### config.mk
export PLATFORM = sky130hd
export DESIGN_NAME = keypad_scan
export DESIGN_NICKNAME = d
export VERILOG_FILES = /design/src/rtl/keypad_scan.sv
export SDC_FILE = /design/constraint.sdc
export NUM_CORES = 1
export LEC_CHECK = 0
export CORE_AREA = 10 10 80 82
export CTS_CLUSTER_SIZE = 40
export DETAILED_ROUTE_END_ITERATION = 7
export DIE_AREA = 0 0 90 92
export HOLD_SLACK_MARGIN = 0.05
export PLACE_DENSITY = 0.69
export SLEW_MARGIN = 20
export SYNTH_ARGS = -nofsm -noshare
export SYNTH_HDL_FRONTEND = slang
export SYNTH_SLANG_ARGS = --single-unit
### constraint.sdc
create_clock -name CLK_1K -period 2.77 [get_ports CLK_1K]
set_input_delay 0.277 -clock CLK_1K [delete_from_list [all_inputs] [get_ports CLK_1K]]
set_output_delay 0.277 -clock CLK_1K [all_outputs]
set_load 0.05 [all_outputs]
### src/rtl/keypad_scan.sv
// 4x4 matrix keypad scanner: drives one row at a time, debounces press and release,
// and emits a one-cycle flag with the hex code of each accepted key.
module keypad_scan #(
    parameter int DWELL    = 4,
    parameter int DEBOUNCE = 20
) (
    input  logic       CLK_1K,
    input  logic       RST,
    input  logic [3:0] col_in,
    output logic [3:0] row_out,
    output logic [3:0] key_value,
    output logic       flag
);

    typedef enum logic [1:0] {
        ST_SCAN,
        ST_DEBOUNCE,
        ST_HELD,
        ST_RELEASE
    } state_t;

    localparam logic [3:0] DWELL_LAST = 4'(DWELL - 1);
    localparam logic [7:0] DEB_N      = 8'(DEBOUNCE);

    state_t     state_q, state_d;
    logic [3:0] sync_q, sync_d;
    logic [3:0] col_s_q, col_s_d;
    logic [1:0] row_q, row_d;
    logic [3:0] dwell_q, dwell_d;
    logic [7:0] cnt_q, cnt_d;
    logic [3:0] cap_q, cap_d;
    logic       flag_q, flag_d;
    logic [3:0] key_q, key_d;

    function automatic logic one_low(input logic [3:0] pat);
        return (pat == 4'b1110) || (pat == 4'b1101) ||
               (pat == 4'b1011) || (pat == 4'b0111);
    endfunction

    function automatic logic [3:0] map_key(input logic [1:0] row, input logic [3:0] pat);
        logic [1:0] col;
        logic [3:0] code;
        col  = 2'd0;
        code = 4'h0;
        case (pat)
            4'b1101: col = 2'd1;
            4'b1011: col = 2'd2;
            4'b0111: col = 2'd3;
            default: col = 2'd0;
        endcase
        case ({row, col})
            4'h0: code = 4'h1;
            4'h1: code = 4'h2;
            4'h2: code = 4'h3;
            4'h3: code = 4'hA;
            4'h4: code = 4'h4;
            4'h5: code = 4'h5;
            4'h6: code = 4'h6;
            4'h7: code = 4'hB;
            4'h8: code = 4'h7;
            4'h9: code = 4'h8;
            4'hA: code = 4'h9;
            4'hB: code = 4'hC;
            4'hC: code = 4'hF;
            4'hD: code = 4'h0;
            4'hE: code = 4'hE;
            default: code = 4'hD;
        endcase
        return code;
    endfunction

    always_comb begin
        sync_d  = col_in;
        col_s_d = sync_q;
        state_d = state_q;
        row_d   = row_q;
        dwell_d = dwell_q;
        cnt_d   = cnt_q;
        cap_d   = cap_q;
        flag_d  = 1'b0;
        key_d   = key_q;
        case (state_q)
            ST_SCAN: begin
                if (dwell_q >= DWELL_LAST) begin
                    if (one_low(col_s_q)) begin
                        cap_d   = col_s_q;
                        cnt_d   = 8'd0;
                        state_d = ST_DEBOUNCE;
                    end else begin
                        row_d   = row_q + 2'd1;
                        dwell_d = 4'd0;
                    end
                end else begin
                    dwell_d = dwell_q + 4'd1;
                end
            end
            ST_DEBOUNCE: begin
                if (col_s_q == cap_q) begin
                    if (cnt_q + 8'd1 >= DEB_N) begin
                        cnt_d   = DEB_N;
                        flag_d  = 1'b1;
                        key_d   = map_key(row_q, cap_q);
                        state_d = ST_HELD;
                    end else begin
                        cnt_d = cnt_q + 8'd1;
                    end
                end else begin
                    // Bounce: give the same row a fresh dwell before sampling again.
                    state_d = ST_SCAN;
                    dwell_d = 4'd0;
                end
            end
            ST_HELD: begin
                if (col_s_q == 4'b1111) begin
                    cnt_d   = 8'd0;
                    state_d = ST_RELEASE;
                end
            end
            ST_RELEASE: begin
                if (col_s_q == 4'b1111) begin
                    if (cnt_q + 8'd1 >= DEB_N) begin
                        cnt_d   = 8'd0;
                        row_d   = 2'd0;
                        dwell_d = 4'd0;
                        state_d = ST_SCAN;
                    end else begin
                        cnt_d = cnt_q + 8'd1;
                    end
                end else begin
                    cnt_d = 8'd0;
                end
            end
            default: state_d = ST_SCAN;
        endcase
    end

    always_ff @(posedge CLK_1K or negedge RST) begin
        if (!RST) begin
            state_q <= ST_SCAN;
            sync_q  <= 4'b1111;
            col_s_q <= 4'b1111;
            row_q   <= 2'd0;
            dwell_q <= 4'd0;
            cnt_q   <= 8'd0;
            cap_q   <= 4'b1111;
            flag_q  <= 1'b0;
            key_q   <= 4'h0;
        end else begin
            state_q <= state_d;
            sync_q  <= sync_d;
            col_s_q <= col_s_d;
            row_q   <= row_d;
            dwell_q <= dwell_d;
            cnt_q   <= cnt_d;
            cap_q   <= cap_d;
            flag_q  <= flag_d;
            key_q   <= key_d;
        end
    end

    for (genvar gi = 0; gi < 4; gi++) begin : g_row
        assign row_out[gi] = (row_q != 2'(gi));
    end

    assign flag      = flag_q;
    assign key_value = key_q;

endmodule
======== Word level (Yosys, flattened, before mapping) ========
Memories as Yosys holds them, arrays and structs flattened. A register that Yosys moved wholly into a read port is not among the register bits.
Index checks and enable logic that the tools add are counted.
cells by class
  $add $sub $neg .......................... 3
  $lt $le $gt $ge ......................... 2
  equality and inequality tests ........... 25
  mux-type cells .......................... 32
  reduce and logical (&&, ||, !) cells .... 14
operator list
  operator                                                           count
  two-way mux 8 bit                                                  7
  one-hot mux 8 bit (4 select lines)                                 1
  == test 4 bit, second input constant                               6
  two-way mux 2 bit                                                  12
  two-way mux 4 bit                                                  5
  inequality test 2 bit, second input constant                       10
  one-hot mux 4 bit (3 select lines)                                 1
  AND reduction 5 bit                                                2
  adder 8 x 1 -> 8 bit, second input constant                        1
  == test 4 x 3 -> 1 bit, second input constant                      2
  greater-or-equal comparator 8 x 5 -> 1 bit, second input constant  1
  one-hot mux 2 bit (4 select lines)                                 1
  inequality test 3 bit, second input constant                       2
  one-hot mux 2 bit (3 select lines)                                 1
  AND reduction 3 bit                                                2
  AND reduction 6 bit                                                1
  adder 4 x 1 -> 4 bit, second input constant                        1
  == test 2 bit, second input constant                               2
  == test 4 bit                                                      1
  greater-or-equal comparator 4 x 2 -> 1 bit, second input constant  1
  one-hot mux 2 bit (2 select lines)                                 1
  AND reduction 4 bit                                                1
  nonzero test 2 bit                                                 2
  logical OR 1 bit                                                   3
  7 further kinds                                                    9
word-level totals
  flip-flop bits (word level) ............. 29
  bits in read-only memories .............. 64
  input port bits ......................... 6
  logic and storage cells ................. 85
  memories kept ........................... 1
memory list
  name              words  width  rd ports  clocked after Yosys merged registers in  wr ports  RTL line  text
  (name not given)  16     4      1         1                                        0         51        case ({row, col})

======== Depth between registers and ports, before layout ========
Gate-level depths: netlist (run 1).
  depth after elaboration ................. 7
  depth in mapped cells ................... 8

======== Worst setup path before layout (run 1) ========
No wires, ideal clock.
  path kind ............................... register to register
  start point ............................. reg cnt_q[0]
  end point ............................... reg cnt_q[4]
  setup time .............................. 126 ps
  arrival ................................. 2008 ps
  setup slack ............................. 636 ps
  cell stages (with the launch flop) ...... 7
  buffers on the path ..................... 0
  clock period less this slack ............ 2134 ps
  path through ............................ dfrtp_1 ha_1 or3_1 a32oi_2 nand2_2 mux2_1 a221o_1
on the way
  word-level cells in the longest chain between the ends .. 5
ends and longest elaborated chain
  item                                         RTL line  text
  from (decl)                                  30        logic [7:0] cnt_q, cnt_d;
  from (signal assigned)                       154       cnt_q <= cnt_d;
  adder 8 x 1 -> 8 bit (*)                     -
  greater-or-equal comparator 8 x 5 -> 1 bit   99, 121
  two-way mux 8 bit, on equally long branches  121, 99
  two-way mux 8 bit, on equally long branches  120, 98
  one-hot mux 8 bit (4 select lines) (*)       82        case (state_q)
Mark *: on every way between the ends. The rest lies on a longest branch, timed or not. The select of a mux whose other input is x is not followed.
A chain may end at the register's enable or synchronous reset.

======== Final worst setup path (run 1) ========
  start point ............................. reg row_q[1]
  end point ............................... out row_out[0]
on the way
  word-level cells in the longest chain between the ends .. 1
ends and longest elaborated chain
  item                    RTL line  text
  from (decl)             28        logic [1:0] row_q, row_d;
  from (signal assigned)  152       row_q <= row_d;
  nonzero test 2 bit      162       assign row_out[gi] = (row_q != 2'(gi));
  to (decl)               10        output logic [3:0] row_out,
No other way between the ends.

==> results of run 1 <==
## power breakdown
| group | total, mW | internal, mW | switching (mW) |
|---|---|---|---|
| Combinational | 0.678 | 0.304 | 0.374 |
| Sequential | 0.730 | 0.598 | 0.132 |
| Clock | 0.459 | 0.269 | 0.190 |
## cell usage after synthesis, drive strengths merged (3+ instances only)
| library cell | number |
|---|---|
| a21oi | 5 |
| and2 | 5 |
| dfrtp | 21 |
| dfstp | 12 |
| ha | 18 |
| inv | 14 |
| mux2 | 7 |
| mux2i | 6 |
| nand2 | 13 |
| nand2b | 4 |
| nand3 | 7 |
| nor2 | 12 |
| nor2b | 4 |
| nor3 | 3 |
| o211ai | 5 |
| o21ai | 6 |
| xor2 | 6 |
## area by class of cell
| class | count | area [µm²] | area share (%) |
|---|---|---|---|
| multi-input cells | 130 | 983 | 44.2 |
| flip-flops and latches | 33 | 841 | 37.8 |
| repair buffers | 15 | 148 | 6.63 |
| well taps | 70 | 87.6 | 3.93 |
| clock buffers | 5 | 68.8 | 3.09 |
| inverters | 14 | 52.6 | 2.36 |
| clock inverters | 3 | 46.3 | 2.08 |
## how the worst min path moves through the flow
stage	from	endpoint	slack, ns	cells after the start
6_report	col_s_d[0]$_DFF_PN1_	col_s_q[0]$_DFF_PN1_	0.35	0
5_1_grt	col_s_d[0]$_DFF_PN1_	col_s_q[0]$_DFF_PN1_	0.36	0
4_1_cts	col_s_d[0]$_DFF_PN1_	col_s_q[0]$_DFF_PN1_	0.35	0
3_5_place_dp	col_s_d[0]$_DFF_PN1_	col_s_q[0]$_DFF_PN1_	0.35	0
3_3_place_gp	col_s_d[0]$_DFF_PN1_	col_s_q[0]$_DFF_PN1_	0.35	0
2_1_floorplan	RST	asynchronous set/reset pin	-0.02	0
## cell families after synthesis
kind of cell | count (synthesis) | share of synthesized area [%]
compound gates | 32 | 12.8
xor+xnor | 7 | 3.25
fa+ha+maj | 18 | 12.0
buf+inv | 16 | 3.19
flops | 33 | 44.6
mux | 13 | 7.37
simple gates | 60 | 16.9
## placed cells by master (no fill, tap or decap), types with 5 or more instances in the layout
cell / netlist / final
and2_1: 5 / 5
clkbuf_8: 0 / 5
clkdlybuf4s50_1: 0 / 14
dfrtp_1: 21 / 21
dfstp_2: 12 / 12
ha_1: 18 / 18
inv_1: 14 / 14
mux2_2: 6 / 6
mux2i_1: 6 / 6
nand2_1: 12 / 12
nand3_1: 7 / 7
nor2_1: 12 / 12
o211ai_1: 5 / 5
o21ai_0: 6 / 6
xor2_1: 6 / 6
## flip-flops by register name (all words and copies together) (netlist names), named ones only
name and cells:
dwell_q 4, row_q 2, cnt_q 8, state_q 1, cap_q 4, flag 1, key_value 4, col_s_q 4
col_s_d 4
## per-layer routing
metal / share of wire (%) / wire [µm] / track usage (%)
met5: 0 / 0 / 0
met4: 1.7 / 56 / 3.45
met3: 4.3 / 140 / 3.18
met2: 47 / 1520 / 14.8
met1: 47 / 1540 / 9.93
## worst max-delay path: stages (launching register included)
cell and delay (ns):
dfrtp_1 0.56, inv_1 0.16, ha_1 0.21, inv_1 0.05, clkdlybuf4s50_1 0.80
## stage by stage
step                cells  hold slack, ns
finish                270           0.349
global route          270           0.360
floorplan             179         -0.0186
global placement      262           0.346
CTS                   270           0.350
detailed placement    262           0.347
==> results.json, run 1 <==
{
  "status": "completed",
  "grt_overflow": 0,
  "postCtsSetupBuffers": 0,
  "reg2reg_setup_slack_ns": 0.50,
  "cts-resized-gates": 0,
  "hold_buffers": 0,
  "start_kind": "flip-flop",
  "yosys_warnings": 0,
  "path_class": "flip-flop to primary output",
  "min_period_ns": 2.34,
  "finalCritPeriodShare_pct": 84.6,
  "syn_area_per_cell_um2": 10.5,
  "io_pins": 15,
  "r2r_end": "cnt_q[4]$_DFFE_PN0P_",
  "nNetsFinal": 223,
  "cp-end-kind": "primary output",
  "wl_per_cell_um": 12.1,
  "synth_largest_area_cell": "dfrtp_1",
  "final-setup-viol-count": 0,
  "ir_worst_vdd_uv": 361,
  "worst_pin_slew_ns": 0.501,
  "via_count": 1298,
  "grt_pass1_vias": 1366,
  "final-hold-violation-count": 0,
  "grt_use_total_pct": 8.78,
  "area_growth_pct": 18.2,
  "grt_pass1_wl_um": 6120,
  "crit_path_end": "row_out[0]",
  "startpoint": "row_q[1]$_DFFE_PN0P_",
  "ctsHtreeMaxLevel": 2,
  "r2r_cells": 6,
  "worst_ep_arrival_time_ns": 2.07,
  "postRouteAntennaNets": 0,
  "die_h_um": 92,
  "dp_hpwl_um": 2380,
  "num_rows": 26,
  "drc_errors": 0,
  "rsz0062_at_grt": "false",
  "cts_tree": "done",
  "synth.area.top_cells": "dfrtp_1, dfstp_2, ha_1, mux2_2, mux2i_1",
  "yosysUniqueCellTypes": 44,
  "async_reset_ff_share_pct": 100,
  "synth_edf_count": 0,
  "coreArea_um2": 4910,
  "dpl_cell_area_um2": 2110,
  "p_leak_nw": 1.00,
  "fillers": 477,
  "fin_tns_setup_ns": 0,
  "finalInstanceArea_um2": 2230,
  "min_path_type": "flip-flop to flip-flop",
  "synth_ff_type": "dfrtp_1",
  "die_w_um": 90,
  "r2r_start": "cnt_q[0]$_DFFE_PN0P_",
  "grt_max_degree": 34,
  "synth_top_area_share_pct": 27.9,
  "drt_iter0_markers": 35,
  "drive_gt1_share_pct": 17.5,
  "synth_area_um2": 1880,
  "fin_skew_ns": 0.00670,
  "clk_latency_ns": 0.29,
  "power_mw": 1.87,
  "max_slew_margin_pct": 66.5,
  "antennaDiodeCount": 0,
  "wl_um": 3260,
  "powerDensity_nw_per_um2": 838,
  "ys_seq_area_share_pct": 44.6,
  "maxCapViolCount": 0,
  "root_buffer": "clkbuf_8",
  "numCtsBuffers": 5,
  "clockBufferDepth": 2,
  "critPathMaxFanout": 11,
  "ys_ff_latch": 33,
  "clkTransAtPathRegs_ns": 0.08,
  "finalMaxSlewViolations": 0,
  "cts_sinks": 33,
  "required_ns": 2.49,
  "netlist_instances": 179,
  "synth_fp_nets": 203,
  "vias_per_cell": 4.81,
  "port_buffers": 14,
  "initial_core_util_pct": 38.4,
  "place_ws_ns": 0.509,
  "fp.dieArea_um2": 8280,
  "fin_util_pct": 45.3,
  "dr.pass1.iters": 4,
  "antenna_found_initial": 0,
  "fin_ws_ns": 0.426,
  "clock.fmax_mhz": 427,
  "gp_congestion": 0.724
}
Power figures use the tool's default switching activity.
==> run 2, diff against run 1 <==
Clock period 2.77 ns to 2.45 ns, I/O delays scaled along.
==> run 2 against run 1 <==
Net effect:
- clock skew grew 0.0019 ns
- sequential power grew 13%
- non-clock buffer count is the same
- combinational power grew 13%
- setup slack lost 0.30 ns
- critical path depth is the same
- final cell count is the same
- hold slack lost 0.0054 ns
- critical path type unchanged
- critical endpoint unchanged
==> results.json, run 2 (synthesized netlist as in run 1, its figures left out) <==
{
  "gp_congestion": 0.723,
  "wl_um": 3320,
  "cp_slowest_cell": "clkdlybuf4s50_1",
  "p_leak_nw": 1.01,
  "postRouteAntennaNets": 0,
  "cts-resized-gates": 0,
  "coreArea_um2": 4910,
  "finalCritPeriodShare_pct": 94.9,
  "maxCapViolCount": 0,
  "ctsHtreeMaxLevel": 2,
  "worst_pin_slew_ns": 0.509,
  "r2r_end": "cnt_q[4]$_DFFE_PN0P_",
  "drt_iter0_markers": 51,
  "cts_sinks": 33,
  "drc_errors": 0,
  "wl_per_cell_um": 12.3,
  "min_period_ns": 2.32,
  "path_class": "flip-flop to primary output",
  "largest_register_ffs": 8,
  "dr.pass1.iters": 4,
  "area_growth_pct": 18.0,
  "reg2reg_setup_slack_ns": 0.18,
  "status": "completed",
  "r2r_cells": 6,
  "grt_overflow": 0,
  "instances_no_fill": 270,
  "initial_core_util_pct": 38.4,
  "final_common_cell": "dfrtp_1",
  "antenna_found_initial": 0,
  "critPathMaxFanout": 11,
  "io_pins": 15,
  "start_kind": "flip-flop",
  "r2r_start": "cnt_q[0]$_DFFE_PN0P_",
  "fin_skew_ns": 0.00856,
  "clk_latency_ns": 0.29,
  "fin_util_pct": 45.3,
  "die_w_um": 90,
  "ir_worst_vdd_uv": 499,
  "numCtsBuffers": 5,
  "required_ns": 2.20,
  "grt_max_degree": 34,
  "max_slew_margin_pct": 66.0,
  "final-hold-violation-count": 0,
  "dp_hpwl_um": 2410,
  "via_count": 1307,
  "min_path_type": "primary input to asynchronous set/reset pin",
  "rsz0062_at_grt": "false",
  "clockBufferDepth": 2,
  "worst_ep_arrival_time_ns": 2.08,
  "regMostFlops": "cnt_q",
  "vias_per_cell": 4.84,
  "antennaDiodeCount": 0,
  "finalMaxSlewViolations": 0,
  "grt_pass1_wl_um": 6100,
  "clkTransAtPathRegs_ns": 0.08,
  "num_rows": 26,
  "nNetsFinal": 223,
  "cp-end-kind": "primary output",
  "fin_tns_setup_ns": 0,
  "powerDensity_nw_per_um2": 934,
  "mostFrequentLayoutCells": "dfrtp_1, ha_1, inv_1, clkdlybuf4s50_1",
  "clock.fmax_mhz": 430,
  "fp.dieArea_um2": 8280,
  "crit_chain": "inv_1 > ha_1 > inv_1 > clkdlybuf4s50_1",
  "critPathMaxStageDelay_ns": 0.79,
  "port_buffers": 14,
  "cts_tree": "done",
  "drive_gt1_share_pct": 17.5,
  "grt_use_total_pct": 8.93,
  "crit_top_cell": "inv_1",
  "holdWs_ns": 0.344,
  "grt_pass1_vias": 1317,
  "postCtsSetupBuffers": 0,
  "hold_buffers": 0,
  "dp_cells": 262,
  "final-setup-viol-count": 0,
  "power_mw": 2.08,
  "root_buffer": "clkbuf_8",
  "die_h_um": 92
}
## run 2: stage by stage
stage | instance area (µm²) | setup WS (ns)
floorplan | 1880 | 0.316
global placement | 2110 | 0.246
detailed placement | 2110 | 0.203
CTS | 2220 | 0.114
global route | 2220 | 0.0215
finish | 2220 | 0.126
## run 2: worst max-delay path: cells and delay by family, from the launching register on
kind	cells	cell delay, ns
buffers and inverters	3	1.00
flip-flops	1	0.55
adder cells (fa/ha/maj)	1	0.23
## run 2: final cells by class
| class | instances | area, µm² |
|---|---|---|
| Tap cell | 70 | 87.6 |
| Sequential cell | 33 | 841 |
| Clock buffer | 6 | 93.8 |
| Fill cell | 470 | 2690 |
| Multi-Input combinational cell | 130 | 983 |
| Timing Repair Buffer | 15 | 150 |
| Inverter | 14 | 52.6 |
| Clock inverter | 2 | 15.0 |
## run 2: worst max path at each step
stage / startpoint / to / slack, ns
2_1_floorplan: cnt_q[0]$_DFFE_PN0P_ / cnt_q[4]$_DFFE_PN0P_ / 0.32
3_3_place_gp: cnt_q[0]$_DFFE_PN0P_ / cnt_q[4]$_DFFE_PN0P_ / 0.25
3_5_place_dp: cnt_q[0]$_DFFE_PN0P_ / cnt_q[4]$_DFFE_PN0P_ / 0.20
4_1_cts: row_q[0]$_DFFE_PN0P_ / row_out[0] / 0.11
5_1_grt: cnt_q[0]$_DFFE_PN0P_ / dwell_q[0]$_DFFE_PN0P_ / 0.02
6_report: row_q[0]$_DFFE_PN0P_ / row_out[0] / 0.13
## run 2: metal layers
metal	track usage [%]	wire (µm)
met5	0	0
met4	3.98	66
met2	14.5	1550
met1	10.2	1560
met3	3.67	147
## run 2: where the power goes
part,internal (mW),switching (mW)
Clock,0.264,0.219
Sequential,0.676,0.150
Combinational,0.345,0.422
Total,1.29,0.791
